**src/rtl/aes_stream_packer.sv**
```systemverilog
// aes_stream_packer: packs 32-bit stream words into 128-bit AES blocks, starts the
// core, captures its result and serialises it back out as 32-bit words with byte
// strobes. A message of data_size_i bytes is cut into 16-byte blocks; the final
// partial word is zero-padded above the last valid byte lane.
// The byte/word arithmetic (rem % 4, up to four words per block) is written for the
// default 32-bit word, 4-word block configuration.
module aes_stream_packer #(
    parameter int WORD_W = 32,
    parameter int NWORDS = 4,
    parameter int CNT_W  = 32
) (
    input  logic                       clk,
    input  logic                       reset,
    input  logic                       clear,
    input  logic                       start_i,
    input  logic [CNT_W-1:0]           data_size_i,
    input  logic                       in_valid_i,
    output logic                       in_ready_o,
    input  logic [WORD_W-1:0]          in_data_i,
    output logic                       core_start_o,
    output logic [WORD_W*NWORDS-1:0]   core_block_o,
    input  logic                       core_valid_i,
    input  logic [WORD_W*NWORDS-1:0]   core_result_i,
    output logic                       out_valid_o,
    input  logic                       out_ready_i,
    output logic [WORD_W-1:0]          out_data_o,
    output logic [WORD_W/8-1:0]        out_strb_o,
    output logic                       block_done_o,
    output logic                       done_o,
    output logic                       busy_o
);

    localparam int STRB_W = WORD_W / 8;
    localparam int BLK_W  = WORD_W * NWORDS;

    // Bytes per block, and the byte count above which a block is certainly full.
    localparam logic [CNT_W-1:0] BLK_BYTES = CNT_W'(STRB_W * NWORDS);
    localparam logic [CNT_W-1:0] FULL_LIM  = CNT_W'(STRB_W * (NWORDS - 1));
    localparam logic [1:0]       LAST_SLOT = 2'd3;

    typedef enum logic [2:0] {
        ST_IDLE       = 3'd0,
        ST_FILL       = 3'd1,
        ST_CORE_START = 3'd2,
        ST_CORE_WAIT  = 3'd3,
        ST_DRAIN      = 3'd4,
        ST_DONE       = 3'd5
    } state_t;

    state_t                           state_r;
    logic [CNT_W-1:0]                 rem_r;
    logic [1:0]                       word_cnt_r;
    logic [NWORDS-1:0][WORD_W-1:0]    block_r;
    logic [NWORDS-1:0][WORD_W-1:0]    result_r;

    logic [2:0]                       nw_s;
    logic [1:0]                       tail_s;
    logic                             last_blk_s;
    logic                             word_last_s;
    logic                             next_last_s;
    logic                             first_last_s;
    logic [STRB_W-1:0]                in_strb_s;
    logic [WORD_W-1:0]                in_word_s;
    logic [STRB_W-1:0]                first_strb_s;
    logic [STRB_W-1:0]                next_strb_s;
    logic [1:0]                       wr_slot_s;
    logic [1:0]                       rd_slot_s;
    logic [CNT_W-1:0]                 rem_nx_s;

    // Byte strobe of a word: only the low `tail` lanes on the partial final word.
    function automatic logic [STRB_W-1:0] lane_strb(input logic partial, input logic [1:0] tail);
        logic [STRB_W-1:0] s;
        s = {STRB_W{1'b1}};
        if (partial) begin
            case (tail)
                2'd1:    s = 4'b0001;
                2'd2:    s = 4'b0011;
                2'd3:    s = 4'b0111;
                default: s = {STRB_W{1'b1}};
            endcase
        end else begin
            s = {STRB_W{1'b1}};
        end
        return s;
    endfunction

    // Expand a byte strobe into a bit mask over the word.
    function automatic logic [WORD_W-1:0] strb_mask(input logic [STRB_W-1:0] strb);
        logic [WORD_W-1:0] m;
        m = {WORD_W{1'b0}};
        for (int i = 0; i < STRB_W; i++) begin
            m[8*i +: 8] = {8{strb[i]}};
        end
        return m;
    endfunction

    assign core_block_o = block_r;

    // Block geometry derived from the remaining byte count and the word position.
    always_comb begin
        if (rem_r > FULL_LIM) begin
            nw_s = 3'd4;
        end else begin
            nw_s = {1'b0, rem_r[3:2]} + {2'b00, |rem_r[1:0]};
        end
        tail_s       = rem_r[1:0];
        last_blk_s   = (rem_r <= BLK_BYTES);
        word_last_s  = (({1'b0, word_cnt_r} + 3'd1) == nw_s);
        next_last_s  = (({1'b0, word_cnt_r} + 3'd2) == nw_s);
        first_last_s = (nw_s == 3'd1);
        in_strb_s    = lane_strb(last_blk_s & word_last_s & (tail_s != 2'd0), tail_s);
        in_word_s    = in_data_i & strb_mask(in_strb_s);
        first_strb_s = lane_strb(last_blk_s & first_last_s & (tail_s != 2'd0), tail_s);
        next_strb_s  = lane_strb(last_blk_s & next_last_s & (tail_s != 2'd0), tail_s);
        // Word k lives in the most significant free slot: slot NWORDS-1-k.
        wr_slot_s    = LAST_SLOT - word_cnt_r;
        rd_slot_s    = LAST_SLOT - word_cnt_r - 2'd1;
        if (rem_r > BLK_BYTES) begin
            rem_nx_s = rem_r - BLK_BYTES;
        end else begin
            rem_nx_s = {CNT_W{1'b0}};
        end
    end

    // Control FSM with registered handshake, pulse and data outputs.
    always_ff @(posedge clk or posedge reset) begin
        if (reset) begin
            state_r      <= ST_IDLE;
            rem_r        <= {CNT_W{1'b0}};
            word_cnt_r   <= 2'd0;
            block_r      <= '0;
            result_r     <= '0;
            in_ready_o   <= 1'b0;
            core_start_o <= 1'b0;
            out_valid_o  <= 1'b0;
            out_data_o   <= {WORD_W{1'b0}};
            out_strb_o   <= {STRB_W{1'b0}};
            block_done_o <= 1'b0;
            done_o       <= 1'b0;
            busy_o       <= 1'b0;
        end else if (clear) begin
            state_r      <= ST_IDLE;
            rem_r        <= {CNT_W{1'b0}};
            word_cnt_r   <= 2'd0;
            block_r      <= '0;
            result_r     <= '0;
            in_ready_o   <= 1'b0;
            core_start_o <= 1'b0;
            out_valid_o  <= 1'b0;
            out_data_o   <= {WORD_W{1'b0}};
            out_strb_o   <= {STRB_W{1'b0}};
            block_done_o <= 1'b0;
            done_o       <= 1'b0;
            busy_o       <= 1'b0;
        end else begin
            core_start_o <= 1'b0;
            block_done_o <= 1'b0;
            done_o       <= 1'b0;
            case (state_r)
                ST_IDLE: begin
                    if (start_i) begin
                        rem_r      <= data_size_i;
                        word_cnt_r <= 2'd0;
                        busy_o     <= 1'b1;
                        if (data_size_i == {CNT_W{1'b0}}) begin
                            state_r <= ST_DONE;
                        end else begin
                            state_r    <= ST_FILL;
                            in_ready_o <= 1'b1;
                        end
                    end
                end
                ST_FILL: begin
                    if (in_valid_i && in_ready_o) begin
                        block_r[wr_slot_s] <= in_word_s;
                        if (word_last_s) begin
                            word_cnt_r   <= 2'd0;
                            in_ready_o   <= 1'b0;
                            core_start_o <= 1'b1;
                            state_r      <= ST_CORE_START;
                        end else begin
                            word_cnt_r <= word_cnt_r + 2'd1;
                        end
                    end
                end
                ST_CORE_START: begin
                    state_r <= ST_CORE_WAIT;
                end
                ST_CORE_WAIT: begin
                    if (core_valid_i) begin
                        result_r    <= core_result_i;
                        out_valid_o <= 1'b1;
                        out_data_o  <= core_result_i[BLK_W-1 -: WORD_W];
                        out_strb_o  <= first_strb_s;
                        state_r     <= ST_DRAIN;
                    end
                end
                ST_DRAIN: begin
                    if (out_ready_i) begin
                        if (word_last_s) begin
                            out_valid_o  <= 1'b0;
                            out_data_o   <= {WORD_W{1'b0}};
                            out_strb_o   <= {STRB_W{1'b0}};
                            block_done_o <= 1'b1;
                            block_r      <= '0;
                            word_cnt_r   <= 2'd0;
                            rem_r        <= rem_nx_s;
                            if (last_blk_s) begin
                                state_r <= ST_DONE;
                            end else begin
                                state_r    <= ST_FILL;
                                in_ready_o <= 1'b1;
                            end
                        end else begin
                            word_cnt_r <= word_cnt_r + 2'd1;
                            out_data_o <= result_r[rd_slot_s];
                            out_strb_o <= next_strb_s;
                        end
                    end
                end
                ST_DONE: begin
                    done_o  <= 1'b1;
                    busy_o  <= 1'b0;
                    state_r <= ST_IDLE;
                end
                default: begin
                    state_r     <= ST_IDLE;
                    in_ready_o  <= 1'b0;
                    out_valid_o <= 1'b0;
                    busy_o      <= 1'b0;
                end
            endcase
        end
    end

endmodule
```
**config.mk**
```make
export PLATFORM = sky130hd
export DESIGN_NAME = aes_stream_packer
export DESIGN_NICKNAME = d
export VERILOG_FILES = /design/src/rtl/aes_stream_packer.sv
export SDC_FILE = /design/constraint.sdc
export NUM_CORES = 1
export LEC_CHECK = 0
export BUFFER_PORTS_ARGS = -buffer_cell sky130_fd_sc_hd__buf_2
export CAP_MARGIN = 25
export CORE_MARGIN = 2
export CORE_UTILIZATION = 54
export CTS_CLUSTER_DIAMETER = 80
export DETAILED_ROUTE_END_ITERATION = 12
export PLACE_DENSITY = 0.89
export SLEW_MARGIN = 30
export SYNTH_ARGS = -nofsm -noshare
export SYNTH_HDL_FRONTEND = slang
export SYNTH_SLANG_ARGS = --single-unit
```
**constraint.sdc**
```tcl
create_clock -name clk -period 13.8 [get_ports clk]
set_input_delay 2.76 -clock clk [delete_from_list [all_inputs] [get_ports clk]]
set_output_delay 2.76 -clock clk [all_outputs]
set_load 0.005 [all_outputs]
```
==> impl_results.md, run 1 <==
- Dpl hpwl: 30,400 um
- Pwr/cell area: 147 mW/mm2
- Switch Pwr: 0.831 mW
- Launch point of the worst path: clear
- Die span in y: 172 um
- WHS: around 0.49 ns
- Ys flop type: dfrtp_1
- Critical path type: primary input to flip-flop
- P_leak: 8.58 nW
- CTS Sinks: 335
- Worst Skew: 0.0209 ns
- Largest net degree at the start of global routing: 140
- Mapped Area: between 0.015 and 0.02 mm2
- Status: finished, final reports clean
- Met1 wire length: about 17,000 um
- EDFF count, synth: 0
- Width of the die: 172 um
- Yosys top cell area share: 54.9%
- Top layer in use: met5
- Synth top area cells: dfrtp_1, nand2_1, a32o_1
- First-pass GRT wire length: 71,400 um
- CTS Buffer Depth: 3
- Sw frac: 30.5%
- Worst reg-to-reg setup slack: 10.09 ns
- FP Rows: 61
- Hold buffers post-CTS: 0
- Critical Path Sink: rem_r[28]$_DFFE_PP0P_
- WL met3: 5050 um
- Post-cts sizing count: 0
- Synth top cells by count: dfrtp_1, nand2_1, a21oi_1, a32o_1, clkbuf_1
- Post-CTS Setup Inserts: 0
- Worst-skew pair later-pin latency: 0.53 ns
- Worst slack at placement: 8.57 ns
- Fin. max-slew vios: 0
- Final wirelength: about 46,000 um
- RSZ-0062 raised after global routing: no
- Iter 0 DRT Violations: 1,719
- Starting density of the core: a little over half
- CP required: 14.17 ns
- Clock tree from TritonCTS: built
- FF+latch count, synth: ~340
- CTS Buf Count: 36
- PortBufs: 368
- Placer Congestion: just under 0.9
- Yosys warnings: 0
- Clock share of power: roughly 36%
- Root Driver: clkbuf_16
- Tmin final: 4.55 ns
- Most frequent cell after synthesis: dfrtp_1
- Filler instances: 2,093
- GRT Util Overall: between 30% and 40%
- Multi-input logic area: 0.00625 mm2
- DR vias/cell: 6.25
- Core ar.: approximately 0.028 mm2
- Sequential share of the synthesized area: 54.9%
- Reg area: 0.00838 mm2
- Post-synth ARST share: between 90% and 100%
- Fmax: 220 MHz
- Fin. Hold Viols: 0
- Setup ws final: 9.25 ns
- Synth area leader: dfrtp_1
- Vias in the first global route: 13,413
- Drt pass-1 iters: 6
- Slew @ Worst Pin: 0.870 ns
- Internal power: 1.90 mW
- R2R depth: 9
- Hold Crit Class: flip-flop to flip-flop
- CP arrival: roughly 4.9 ns
- Library cells used by synthesis: 61
- DR WL met2: around 22,000 um
- Antenna-violating nets left: 0
- # Max-Cap Violations: 0
- DR DRC count: 0
- Final worst path period share: roughly 33%
- Crit-path max FO: 102
- Endpoints failing setup: 0
- H-Tree Depth: 2
- Seq pwr share: 42.3%
- Layout cells sized above 1: 27.9%
- Rel. slew slack: 42.0%
- Final layout net count: 1,999
- Reg-to-reg startpoint: rem_r[4]$_DFFE_PP0P_
- Synth Instances: 1,482
- DR WL/cell: 21.1 um
- Total gr overflow: 0
- Worst setup SP type: primary input
- Syn_nets: between 1,500 and 2,000
- Initial antenna violation count: 10
- Setup tns final: 0 ns
- Worst R2R End: rem_r[31]$_DFFE_PP0P_
- Clk slew on worst S/H paths: roughly 0.060 ns
- Crit path capture type: flip-flop
- Syn-to-layout area delta: 21.6%
- Comb power frac: 22.0%
- Area of the die: 0.0296 mm2
- Via count: 13,759
- I/O pins: 369
- Avg Cell Area, Syn: 10.3 um2
- Max IR drop VDD: 0.0974 mV
[final cells by class]
class / count / share of cell area [%]
diodes: 8 / 0.108
clock buffers: 54 / 5.65
clock inverters: 10 / 0.809
inverters: 48 / 1.04
multi-input cells: 978 / 33.7
flip-flops and latches: 335 / 45.2
well taps: 378 / 2.55
repair buffers: 389 / 11.0
[worst max-delay path, stage by stage]
cell     delay (ns)
buf_4          0.47
buf_6          0.65
a31oi_1        0.20
o31a_1         0.16
buf_4          0.26
a21oi_1        0.18
o22ai_1        0.12
[per-stage QoR]
stage	area, um2	power (mW)	instances	util (%)
6_report	18600	2.73	2200	66.8
5_1_grt	18500	2.85	2194	66.8
4_1_cts	18500	2.73	2192	66.7
3_5_place_dp	17300	1.76	2128	62.3
3_3_place_gp	17300	1.73	2127	62.2
2_1_floorplan	15300	1.53	1482	-
[power by group through the flow]
stage | clock, mW | sequential (mW) | combinational (mW)
final | 0.975 | 1.15 | 0.599
after global routing | 1.03 | 1.16 | 0.656
after CTS | 0.984 | 1.15 | 0.598
after detailed placement | 0 | 1.16 | 0.594
after global placement | 0 | 1.16 | 0.575
after floorplan | 0 | 1.15 | 0.381
[cell families (layout without fill, tap and decap cells)]
kind of cell               Yosys count  count (layout)  share of synthesized area [%]
muxes                               34              34                           4.85
buffers and inverters              169             501                           4.42
DFF                                335             335                           54.9
and+or+nand+nor                    465             465                           13.7
AOI/OAI and AO/OA                  463             463                           20.9
other                                0               8                              0
adders and majority gates           12              12                          0.984
xor gates and xnor gates             4               4                          0.279
[placed cells by master (no fill, tap or decap), types with 21 or more instances in the layout]
cell type / netlist / layout
dfrtp_1: 335 / 334
inv_1: 48 / 47
clkbuf_16: 0 / 36
mux4_2: 32 / 32
o22ai_1: 38 / 38
nor2_1: 72 / 70
nor3_1: 23 / 21
a22o_1: 41 / 41
a21oi_1: 191 / 190
buf_2: 29 / 367
o21ai_1: 28 / 28
nand2_1: 293 / 293
a32o_1: 96 / 96
[sequential cells by signal, indices dropped and copies added (netlist names), 2 cells and up]
register      flops
core_block_o    128
result_r        128
out_data_o       32
rem_r            32
out_strb_o        4
state_r           3
word_cnt_r        2
[worst min-delay path by stage]
stage	from	endpoint	slack (ns)	depth (start not counted)
5_1_grt	core_block_o[112]$_DFFE_PP0P_	core_block_o[112]$_DFFE_PP0P_	0.50	1
6_report	core_block_o[30]$_DFFE_PP0P_	core_block_o[30]$_DFFE_PP0P_	0.49	1
2_1_floorplan	rem_r[1]$_DFFE_PP0P_	rem_r[1]$_DFFE_PP0P_	0.47	1
3_3_place_gp	out_strb_o[0]$_DFFE_PP0P_	out_strb_o[0]$_DFFE_PP0P_	0.46	1
3_5_place_dp	core_block_o[112]$_DFFE_PP0P_	core_block_o[112]$_DFFE_PP0P_	0.48	1
4_1_cts	core_block_o[30]$_DFFE_PP0P_	core_block_o[30]$_DFFE_PP0P_	0.49	1
[metal layers]
layer	GRT usage [%]	up-vias
li1	-	6001
met1	38.7	6726
met2	49.7	856
met3	8.51	166
met4	14.9	10
met5	0	-
No activity file was read; power rests on OpenSTA's default activity.
==> run 2, diff against run 1 <==
Clock period 13.8 ns to 4.2 ns, I/O delays scaled along.
==> run 2 against run 1 <==
Against the previous run: cell count increased by 0.41%; critical endpoint is now rem_r[1]$_DFFE_PP0P_; first-iteration DRC count decreased by 17%; power increased to 3.3 times the previous value; register-to-register slack got worse by 9.4 ns; via count increased by 2.0%; largest cell class unchanged; sequential power increased to 3.3 times the previous value; sequential cell count unchanged; worst hold slack got worse by 0.18 ns; global-route usage increased by 1.6 points.
==> impl_results.md, run 2 (synthesized netlist as in run 1, its figures left out) <==
- Syn-to-layout area delta: 22.1%
- I/O pins: 369
- First-pass GRT wire length: 75,200 um
- Via count: 14,029
- Layout cells sized above 1: between 20% and 30%
- Post-cts sizing count: 0
- Rel. slew slack: about 43%
- Total gr overflow: 0
- Antenna-violating nets left: 0
- R2R depth: 12
- Vias in the first global route: approximately 14,000
- DR WL/cell: about 22 um
- Final design utilization: 67.1%
- Clk slew on worst S/H paths: 0.06 ns
- Slew @ Worst Pin: 0.854 ns
- Width of the die: 172 um
- CP required: 4.60 ns
- GRT Util Overall: between 30% and 40%
- Worst reg-to-reg setup slack: 0.74 ns
- CP arrival: 3.86 ns
- Fmax: 289 MHz
- Fin. max-slew vios: 0
- Die span in y: 172 um
- Final layout net count: about 2,000
- Final worst path period share: 82.5%
- Largest net degree at the start of global routing: 129
- Clock tree from TritonCTS: built
- Hold buffers post-CTS: 0
- WHS: 0.303 ns
- Tmin final: 3.46 ns
- Worst Skew: 0.0225 ns
- DR DRC count: 0
- Iter 0 DRT Violations: about 1,400
- Final wirelength: 48,200 um
- Post-CTS Setup Inserts: 0
- Crit-path max FO: 16
- Worst setup SP type: flip-flop
- P_leak: about 8.6 nW
- Reg-to-reg startpoint: rem_r[1]$_DFFE_PP0P_
- Placer Congestion: 0.902
- # Max-Cap Violations: 0
- Post-route cell area: around 0.019 mm2
- Fin. Hold Viols: 0
- CTS Sinks: roughly 340
- Starting density of the core: a little over half
- Initial antenna violation count: 10
- Hold Crit Class: primary input to asynchronous set/reset pin
- Core ar.: ~0.028 mm2
- Worst R2R End: rem_r[1]$_DFFE_PP0P_
- Post-DP Area: ~0.017 mm2
- Crit path capture type: flip-flop
- Final Power: 8.94 mW
- CTS Buf Count: 36
- Area of the die: 0.0296 mm2
- RSZ-0062 raised after global routing: no
- Worst-skew pair later-pin latency: approximately 0.52 ns
- Critical path type: flip-flop to flip-flop
- FP Rows: 61
- DR vias/cell: 6.35
- Dpl hpwl: 31,400 um
- Commonest non-fill, non-tap cells in the layout: buf_2, dfrtp_1, nand2_1
- Pwr/cell area: 480 mW/mm2
- Endpoints failing setup: 0
- Commonest non-fill, non-tap cell in the layout: buf_2
- Root Driver: clkbuf_16
- Max IR drop VDD: 0.454 mV
- CTS Buffer Depth: 3
- Drt pass-1 iters: 6
- H-Tree Depth: 2
- Status: finished, final reports clean
- PortBufs: 368
run 2: cell types whose count changed in the layout (fill, tap and decap cells not counted), sizes merged:
| cell | previous run | this run |
|---|---|---|
| bufinv | 3 | 2 |
| clkinv | 6 | 9 |
| buf | 389 | 403 |
| diode | 8 | 4 |
| clkbuf | 54 | 50 |
| clkinvlp | 1 | 2 |
run 2: through the flow:
step | cells | setup WS (ns) | setup TNS (ns)
2_1_floorplan | 1482 | -1.12 | -374.06
3_3_place_gp | 2141 | 0.873 | 0
3_5_place_dp | 2141 | 0.794 | 0
4_1_cts | 2204 | 0.808 | 0
5_1_grt | 2207 | 0.471 | 0
6_report | 2209 | 0.737 | 0
run 2: report_power, final:
part	internal (mW)	leakage, nW	switching, mW	total (mW)
Combinational	0.796	3.52	1.21	2.01
Clock	1.85	0.580	1.29	3.14
Sequential	3.53	4.54	0.261	3.79
run 2: layout make-up:
cell class	instances	area (um2)
Antenna cell	4	10.0
Clock buffer	50	1030
Clock inverter	13	136
Fill cell	2118	9150
Inverter	48	184
Multi-Input combinational cell	978	6240
Sequential cell	335	8380
Tap cell	378	473
Timing Repair Buffer	403	2170
run 2: worst max-delay path by stage:
stage | from | endpoint | slack, ns | depth (start not counted)
final | rem_r[1]$_DFFE_PP0P_ | rem_r[1]$_DFFE_PP0P_ | 0.74 | 12
after detailed placement | rem_r[0]$_DFFE_PP0P_ | rem_r[1]$_DFFE_PP0P_ | 0.79 | 12
after global routing | rem_r[1]$_DFFE_PP0P_ | rem_r[0]$_DFFE_PP0P_ | 0.47 | 12
after global placement | rem_r[0]$_DFFE_PP0P_ | rem_r[1]$_DFFE_PP0P_ | 0.87 | 12
after floorplan | reset | block_done_o$_DFF_PP0_ | -1.12 | 1
after CTS | rem_r[1]$_DFFE_PP0P_ | rem_r[1]$_DFFE_PP0P_ | 0.81 | 12
run 2: critical path: stages (launching register included):
cell	delay, ns
dfrtp_1	0.39
inv_1	0.10
ha_1	0.22
inv_1	0.07
ha_1	0.18
ha_1	0.33
xor2_1	0.16
o22ai_1	0.17
nor4b_1	0.28
o21ba_2	0.30
o31ai_4	0.66
nand2_1	0.23
a22o_1	0.25
run 2: routing by layer:
metal / part of all wire, % / vias to the layer above / global-route usage (%) / routed length, um
li1: - / 6015 / - / -
met4: 5.3 / 12 / 18.3 / 2540
met3: 11 / 195 / 9.22 / 5420
met1: 35 / 6864 / 38.9 / 17000
met2: 48 / 943 / 52.7 / 23200
met5: 0.17 / - / 0 / 82
